--- src/rtl/otp_decryptor.sv ---
// One-time-pad receive block: single-use pad table plus a one-entry skid-free output register.
// Optional OTP_ERR_CNT_EN adds a saturating count of pad-miss results on port err_cnt.
module otp_decryptor #(
   parameter int DATA_W = 8,
   parameter int DEPTH  = 8,
   parameter int IDX_W  = 3
) (
   input  logic              clk,
   input  logic              rst_n,
   input  logic              pad_wr_en,
   input  logic [IDX_W-1:0]  pad_wr_idx,
   input  logic [DATA_W-1:0] pad_wr_data,
   input  logic              ct_valid,
   output logic              ct_ready,
   input  logic [DATA_W-1:0] ct_data,
   input  logic [IDX_W-1:0]  ct_idx,
   output logic              pt_valid,
   input  logic              pt_ready,
   output logic [DATA_W-1:0] pt_data,
   output logic [IDX_W-1:0]  pt_idx,
   output logic              pt_err,
   output logic [DEPTH-1:0]  pad_avail
`ifdef OTP_ERR_CNT_EN
  ,output logic [7:0]        err_cnt
`endif
);

   typedef enum logic {EMPTY, FULL} state_e;

   state_e                        state_q, state_d;
   logic [DEPTH-1:0][DATA_W-1:0]  pad_q;
   logic [DEPTH-1:0]              valid_q, valid_d;
   logic [DATA_W-1:0]             pt_data_q, pt_data_d;
   logic [IDX_W-1:0]              pt_idx_q, pt_idx_d;
   logic                          pt_err_q, pt_err_d;
   logic                          accept, hit;

   assign ct_ready  = (state_q == EMPTY) | pt_ready;
   assign accept    = ct_valid & ct_ready;
   assign hit       = valid_q[ct_idx];
   assign pt_valid  = (state_q == FULL);
   assign pt_data   = pt_data_q;
   assign pt_idx    = pt_idx_q;
   assign pt_err    = pt_err_q;
   assign pad_avail = valid_q;

   always_comb begin
      state_d = state_q;
      case (state_q)
         EMPTY: if (accept) state_d = FULL;
         FULL:  if (pt_ready && !accept) state_d = EMPTY;
         default: state_d = EMPTY;
      endcase
   end

   // Consume clears before the write sets, so a same-index write leaves the entry loaded.
   always_comb begin
      valid_d   = valid_q;
      pt_data_d = pt_data_q;
      pt_idx_d  = pt_idx_q;
      pt_err_d  = pt_err_q;
      if (accept) begin
         pt_idx_d = ct_idx;
         if (hit) begin
            pt_data_d       = ct_data ^ pad_q[ct_idx];
            pt_err_d        = 1'b0;
            valid_d[ct_idx] = 1'b0;
         end else begin
            pt_data_d = '0;
            pt_err_d  = 1'b1;
         end
      end
      if (pad_wr_en) valid_d[pad_wr_idx] = 1'b1;
   end

   always_ff @(posedge clk) begin
      if (!rst_n) begin
         state_q   <= EMPTY;
         valid_q   <= '0;
         pt_data_q <= '0;
         pt_idx_q  <= '0;
         pt_err_q  <= 1'b0;
      end else begin
         state_q   <= state_d;
         valid_q   <= valid_d;
         pt_data_q <= pt_data_d;
         pt_idx_q  <= pt_idx_d;
         pt_err_q  <= pt_err_d;
      end
   end

   // Pad storage is gated by the valid bits, so it is never cleared.
   always_ff @(posedge clk) begin
      if (pad_wr_en) pad_q[pad_wr_idx] <= pad_wr_data;
   end

`ifdef OTP_ERR_CNT_EN
   logic [7:0] err_cnt_q, err_cnt_d;

   always_comb begin
      err_cnt_d = err_cnt_q;
      if (accept && !hit && err_cnt_q != 8'hFF) err_cnt_d = err_cnt_q + 8'd1;
   end

   always_ff @(posedge clk) begin
      if (!rst_n) err_cnt_q <= '0;
      else        err_cnt_q <= err_cnt_d;
   end

   assign err_cnt = err_cnt_q;
`endif

endmodule

--- config.mk ---
export PLATFORM = sky130hd
export DESIGN_NAME = otp_decryptor
export DESIGN_NICKNAME = d
export VERILOG_FILES = /design/src/rtl/otp_decryptor.sv
export SDC_FILE = /design/constraint.sdc
export NUM_CORES = 1
export LEC_CHECK = 0
export CORE_UTILIZATION = 54
export DETAILED_ROUTE_END_ITERATION = 12
export GPL_ROUTABILITY_DRIVEN = 0
export HOLD_SLACK_MARGIN = 0.1
export PLACE_DENSITY = 0.76
export SLEW_MARGIN = 20
export SYNTH_ARGS = -nofsm -noshare
export SYNTH_HDL_FRONTEND = slang
export SYNTH_SLANG_ARGS = --single-unit
--- constraint.sdc ---
create_clock -name clk -period 2.3 [get_ports clk]
set_clock_uncertainty 0.15 [all_clocks]
set_input_delay 0.345 -clock clk [delete_from_list [all_inputs] [get_ports clk]]
set_output_delay 0.345 -clock clk [all_outputs]
set_load 0.05 [all_outputs]
Yosys cells after proc, flatten, opt, wreduce, memory -nomap -nowiden
Cells that the tools add are included.
Cells by class
  $lt $le $gt $ge: 4
  muxes and demuxes: 19
  bitwise logic cells: 7
  reduce and logical (&&, ||, !) cells: 4
Operator list (number)
  $bwmux 64: 1
  $mux 8: 6
  $bmux 8 s3: 1
  $demux 8 s3: 1
  $and 8x8->8: 1
  $lt 3x4->1 const B: 2
  $not 8->8: 1
  $or 8x8->8: 1
  $xor 8x8->8: 1
  $demux 1 s3: 2
  $ge 3x1->1 const B: 2
  $mux 1: 6
  $bmux 1 s3: 1
  $logic_and 1x1->1: 3
  $pmux 1 s2: 1
  $and 1x1->1: 1
  $logic_not 1->1: 1
  $not 1->1: 1
  $or 1x1->1: 1
Storage, ports and cells
  flip-flop bits (word level): 85
  input port bits: 27
  output and inout port bits: 22
  logic and storage cells: 47

Depth between registers and ports, before layout
Gate-level depths: netlist of run 1.
  depth in word-level cells: 10
  mapped depth: 6
  mapped depth without buffers: 4

Least setup slack after synthesis of run 1
Ideal clock, no wire load.
  kind: reg-to-reg
  from: register state_q (netlist: pt_valid)
  to: register pt_data_q[0] (netlist: pt_data[0])
  arrival: 2041 ps
  required time: 2033 ps
  setup slack: -8 ps
  cell stages (with the launch flop): 7
  buffers on the path: 2
  period minus slack after synthesis: 2308 ps
  cell sequence: dfxtp_1 -> nand2b_1 -> clkbuf_1 -> nand2_1 -> and2_1 -> buf_1 -> a22o_1
Between the ends
  cells in the longest elaborated chain, start to end: 3
Ends and longest elaborated chain
  start: declaration: line 30  | state_e state_q, state_d;
  start signal: assignment: line 84  | state_q <= state_d;
  $not 1->1
  $or 1x1->1: line 38  | assign ct_ready = (state_q == EMPTY) | pt_ready;
  via ct_ready: line 14  | output logic ct_ready,
  $and 1x1->1: line 39  | assign accept = ct_valid & ct_ready;
  end signal: assignment: line 86  | pt_data_q <= pt_data_d;
  end: declaration: line 33  | logic [DATA_W-1:0] pt_data_q, pt_data_d;
The timed path passes the listed nets, and every way through them passes these cells.
A chain may end at the register's enable or synchronous reset.

Final worst setup path of run 1
  from: input ct_idx[0]
  to: register pt_data_q[2] (netlist: pt_data[2])
Between the ends
  cells in the longest elaborated chain, start to end: 4
  elaborated cells on any way between the ends: 6
  classes of those cells: mux: 5; bitwise: 1
Ends and longest elaborated chain
  start: declaration: line 16  | input logic [IDX_W-1:0] ct_idx,
  $bmux 8 s3: line 65  | pt_data_d = ct_data ^ pad_q[ct_idx];
  $mux 8 (implied by the code): line 65
  $xor 8x8->8: line 65
  $mux 8 *: line 64  | if (hit) begin
Every way passes the cells marked *; elsewhere a longest branch is shown, timed or not. The select of a mux whose other input is x is not followed.

==> results.ini, run 1 <==
[timing]
max-slew-margin-rel=0.664
grt_setup_unrepaired=false
period_share=0.917
hold_viol_final=0
finalSetupViolCount=0
fin_ws_ps=192
tns_ps=0
slew_viol_final=0
fmax_mhz=474
worstMarginPinSlew_ps=502
period_minus_slack_ps=2110

[worst_setup_path]
worstPathArrival_ps=2210
path_class=primary input to flip-flop
setup.worst_path.end_class=flip-flop
cp-start-kind=primary input
crit_fanout=12
r2r_start=pad_q[42]$_DFFE_PP_
cp.required_ps=2400
crit_start=ct_idx[0]

[synthesis]
yosysSeqAreaShare=0.688
yosys_warnings=0
syn_area_um2=3410
ys_ff_latch=85
synth.distinct_cells=28
synth.net_count=231
syn_area_per_cell_um2=16.7
synth_cells=204

[cts]
post_cts_buffers=0
cts_made_buffers=9
cts_root_buf=clkbuf_8
cts_sinks=85
clock_latency_ps=360
clockBufferDepth=2
hold_buffers=0
htree_num_levels=3
cts_tree=done
clkTransAtPathRegs_ps=80
post_cts_resized=0

[final_layout]
fin_nets=302
diodes=0
syn_to_final_growth_pct=25.8
fillCellCount=386
fin_util=0.715
drive_gt1_frac=0.196
finish.instance_area_um2=4280

[global_routing]
grt_pass1_wl_mm=9.66
grt.total_usage=0.216
overflow=0
grt_pass1_vias=1927
grt_max_degree=18
antenna_found_initial=0

[power_and_ir_drop]
leakage_nw=1.50
power_density_nw_per_um2=690
worst_ir_drop_vdd_uv=482

[routing]
avgRoutedWirePerCell_um=17.6
antenna_left=0
routed_via_density=5.55
drc=0
vias=1969
wl_mm=6.24
drt_iter0_markers=99
first_pass_iters=4

[placement]
port_buffers=48
dp_slack_ps=-160
place_area_um2=4110
hpwlAfterDp_mm=4.24

[status]
status=finished, final reports clean

[min_path]
worstHoldStart=pt_idx[0]$_SDFFE_PN0P_
min_path_type=flip-flop to flip-flop

[floorplanning]
dieArea_um2=6630
die_h_um=81.4
initial_core_util=0.569
fp.dieW_um=81.4
rows=28
coreArea_um2=5990
ioPinCount=49

[run]
drv_cap=0

[report_power, final]
group          total, mW  switching [mW]  internal (mW)
sequential          1.71          0.0155           1.70
combinational      0.323           0.164          0.159
clock              0.920           0.525          0.395
total               2.96           0.705           2.25
[critical path: stages]
cell,delay [ps]
clkdlybuf4s50_1,560
buf_12,180
mux4_1,550
mux2i_1,290
xnor2_1,100
a22o_1,180
[cells in the final DEF (no fill, tap or decap)]
master           Yosys  layout
clkinv_4             0       3
clkbuf_8             0       9
mux4_1               4       4
mux4_2              12      12
nor2_1               7       7
nor2b_1              8       8
nand3_1              4       4
mux2i_1              8       8
nand4_1              1       1
inv_6                0       1
nand2_1              7       7
dfxtp_1             21      21
o21ai_0              8       8
clkinvlp_4           0       1
clkinv_2             0       1
inv_1                2       2
buf_12               1       3
a22oi_1              2       2
a21oi_1              8       8
buf_4                0      20
xnor2_1              8       8
a211oi_1             2       2
clkdlybuf4s50_1      0      47
edfxtp_1            64      64
a21boi_0             5       5
and2_1               2       2
nand2b_1             4       4
clkinv_1             0       1
nor3_1               4       4
mux2_2               4       4
a21oi_2              1       1
a22o_1               8       8
[area by class of cell]
| cell class | instances | area (um2) | share of cell area |
|---|---|---|---|
| well taps | 75 | 93.8 | 0.0219 |
| multi-input cells | 107 | 983 | 0.230 |
| flip-flops and latches | 85 | 2340 | 0.547 |
| inverters | 2 | 7.51 | 0.00175 |
| clock inverters | 7 | 51.3 | 0.0120 |
| clock buffers | 9 | 124 | 0.0289 |
| repair buffers | 70 | 681 | 0.159 |
[logic make-up (layout without fill, tap and decap cells)]
family | Yosys count | count (layout) | synth area share
buf+inv | 12 | 88 | 0.0235
flops | 85 | 85 | 0.688
simple gates | 37 | 37 | 0.0547
xor+xnor | 8 | 8 | 0.0206
mux | 28 | 28 | 0.147
compound gates | 34 | 34 | 0.0665
[through the flow]
stage	total power, mW	hold slack, ps	std cells
after global routing	3.07	343	355
final	2.96	319	355
after floorplan	1.93	294	204
after global placement	2.07	304	339
after detailed placement	2.07	314	339
after CTS	2.98	326	355
[Yosys cell counts (all sizes together)]
library cell / number / area (um2)
a22o: 8 / 70.1
mux2i: 8 / 80.1
xnor2: 8 / 70.1
a22oi: 2 / 15.0
and2: 2 / 12.5
clkbuf: 3 / 11.3
inv: 2 / 7.51
mux2: 4 / 45.0
nand2: 7 / 26.3
a21oi: 9 / 48.8
a211oi: 2 / 15.0
o21ai: 8 / 40.0
nor2: 7 / 26.3
nand2b: 4 / 25.0
edfxtp: 64 / 1920
nor2b: 8 / 50.1
nor3: 4 / 20.0
buf: 7 / 61.3
a21boi: 5 / 37.5
nand4: 1 / 6.26
nand3: 4 / 20.0
dfxtp: 21 / 420
mux4: 16 / 375
[sequential cells by signal, summed over array words and instances (netlist names)]
| signal | cells |
|---|---|
| pad_q | 64 |
| pad_avail | 8 |
| pt_data | 8 |
| pt_idx | 3 |
| pt_err | 1 |
| pt_valid | 1 |
[path summary, 6_finish.rpt]
check	to	slack (ps)	depth (start not counted)
max reg2reg	pt_data[2]$_SDFFE_PN0P_	610	4
min reg2reg	pt_idx[0]$_SDFFE_PN0P_	320	2
max	pt_data[2]$_SDFFE_PN0P_	190	6
min	pt_idx[0]$_SDFFE_PN0P_	320	2
[metal layers]
layer / routed length (um) / up-vias / GRT usage
met2: 3030 / 72 / 0.332
li1: - / 944 / -
met4: 161 / 0 / 0.127
met3: 369 / 13 / 0.0500
met1: 2670 / 940 / 0.283
met5: 0 / - / 0
Power figures use the tool's default switching activity.
==> inputs of run 2 (changes only) <==
- CTS_BUF_LIST: not set -> sky130_fd_sc_hd__clkbuf_16
- SLEW_MARGIN: 20 -> 15
==> results.ini, run 2 (same netlist as run 1, synthesis figures left out) <==
[worst_setup_path]
crit_family=buffers and inverters
setup.worst_path.end_class=flip-flop
path_cells=clkdlybuf4s50_1 > buf_12 > mux2_2 > a22oi_1 > buf_4 > a211oi_1 > buf_4 > a21oi_1
path_class=primary input to flip-flop
slowest_stage=clkdlybuf4s50_1
crit_fanout=12  ; unchanged
worst-path-buf-inv=4  ; +2
crit_path_max_incr_delay_ps=560  ; about the same
worstPathArrival_ps=2220  ; about the same
cp-start-kind=primary input
cp_common_cell=buf_4
cp.required_ps=2410  ; about the same

[global_routing]
grt.total_usage=0.223  ; +0.00714
grt_pass1_wl_mm=10.1  ; +4.3%
grt_pass1_vias=1986  ; +3.1%
antenna_found_initial=0  ; unchanged
grt_max_degree=18  ; unchanged
overflow=0  ; unchanged

[cts]
htree_num_levels=3  ; unchanged
cts_root_buf=clkbuf_16
hold_buffers=0  ; unchanged
clock_latency_ps=330  ; -30 ps
cts_sinks=85  ; unchanged
post_cts_resized=0  ; unchanged
clkTransAtPathRegs_ps=60  ; -20 ps
post_cts_buffers=0  ; unchanged
cts_made_buffers=9  ; unchanged
cts_tree=done
clockBufferDepth=2  ; unchanged

[routing]
first_pass_iters=4  ; unchanged
wl_mm=6.50  ; +4.2%
drt_iter0_markers=105  ; +6.1%
vias=2020  ; +2.6%
avgRoutedWirePerCell_um=18.3  ; +4.2%
antenna_left=0  ; unchanged
drc=0  ; unchanged
routed_via_density=5.69  ; +2.6%

[floorplanning]
dieArea_um2=6630  ; unchanged
ioPinCount=49  ; unchanged
fp.dieW_um=81.4  ; unchanged
initial_core_util=0.569  ; unchanged
die_h_um=81.4  ; unchanged
rows=28  ; unchanged
coreArea_um2=5990  ; unchanged

[final_layout]
final_cell_mix=edfxtp_1 (64), clkdlybuf4s50_1 (47), dfxtp_1 (21)
layout_commonest_cell=edfxtp_1
drive_gt1_frac=0.196  ; unchanged
fin_cells=355  ; unchanged
largest_reg_flops=64  ; unchanged
diodes=0  ; unchanged
fin_nets=302  ; unchanged
fin_util=0.732  ; +0.0169
syn_to_final_growth_pct=28.7
finish.instance_area_um2=4380  ; +2.4%
largest-register=pad_q

[power_and_ir_drop]
switching_share=0.226  ; -0.0128
switchingPower_uw=756  ; +7.2%
p_comb_frac=0.097  ; -0.012
p_total_mw=3.35  ; +13%
worst_ir_drop_vdd_uv=863  ; +79%
p_clk_frac=0.390  ; +0.079
power_density_nw_per_um2=764  ; +11%
intPower_mw=2.59  ; +15%
seq_power_share=0.512  ; -0.067
leakage_nw=1.54  ; +3.1%

[timing]
fmax_mhz=473  ; -0.29%
hold_viol_final=0  ; unchanged
worstMarginPinSlew_ps=503  ; +0.455 ps
period_minus_slack_ps=2110  ; +6.12 ps
tns_ps=0  ; unchanged
period_share=0.919  ; +0.00266
slew_viol_final=0  ; unchanged
finalSetupViolCount=0  ; unchanged
grt_setup_unrepaired=false
max-slew-margin-rel=0.664  ; about the same

[run]
drv_cap=0  ; unchanged

[placement]
hpwlAfterDp_mm=4.24  ; unchanged
place_area_um2=4110  ; unchanged
port_buffers=48  ; unchanged
dp.cells=339  ; unchanged

[status]
status=finished, final reports clean

[min_path]
min_path_type=flip-flop to flip-flop

-- run 2: cell counts in the layout (fill, tap and decap cells not counted) --
No cell type changed its count.
-- run 2: metal layers --
metal	wire, um	GRT usage	part of all wire
met3	481	0.0622	0.074
met2	3230	0.354	0.50
met5	0	0	0
met1	2690	0.289	0.41
met4	101	0.0964	0.016
-- run 2: tightest hold or removal path, delay by kind of cell (launching register included) --
kind / cells / cell delay, ps
flip-flops: 1 / 310
AND/OR/NAND/NOR: 1 / 40
AO/OA/AOI/OAI: 1 / 60
-- run 2: metrics by stage --
step	hold slack, ps	setup WS, ps
after global routing	339	112
after CTS	323	190
after floorplan	294	341
final	315	186
after detailed placement	314	-160
after global placement	304	-163
-- run 2: final cells by class --
type	instances	area [um2]
clock buffers	9	225
clock inverters	7	51.3
fillers	377	1610
inverters	2	7.51
multi-input cells	107	983
flip-flops and latches	85	2340
well taps	75	93.8
repair buffers	70	681
-- run 2: final timing paths --
path / start / endpoint / slack [ps] / cells after the start
max: ct_idx[0] / pad_avail[5]$_SDFF_PN0_ / 190 / 8
min: pt_idx[0]$_SDFFE_PN0P_ / pt_idx[0]$_SDFFE_PN0P_ / 320 / 2
max reg2reg: pad_q[30]$_DFFE_PP_ / pt_data[6]$_SDFFE_PN0P_ / 650 / 4
min reg2reg: pt_idx[0]$_SDFFE_PN0P_ / pt_idx[0]$_SDFFE_PN0P_ / 320 / 2
-- run 2: power groups by stage --
stage / logic, mW / clock network [mW] / registers [mW]
detailed placement: 0.325 / 0 / 1.75
finish: 0.326 / 1.31 / 1.72
global placement: 0.322 / 0 / 1.74
floorplan: 0.147 / 0 / 1.79
CTS: 0.328 / 1.33 / 1.72
global route: 0.349 / 1.39 / 1.72
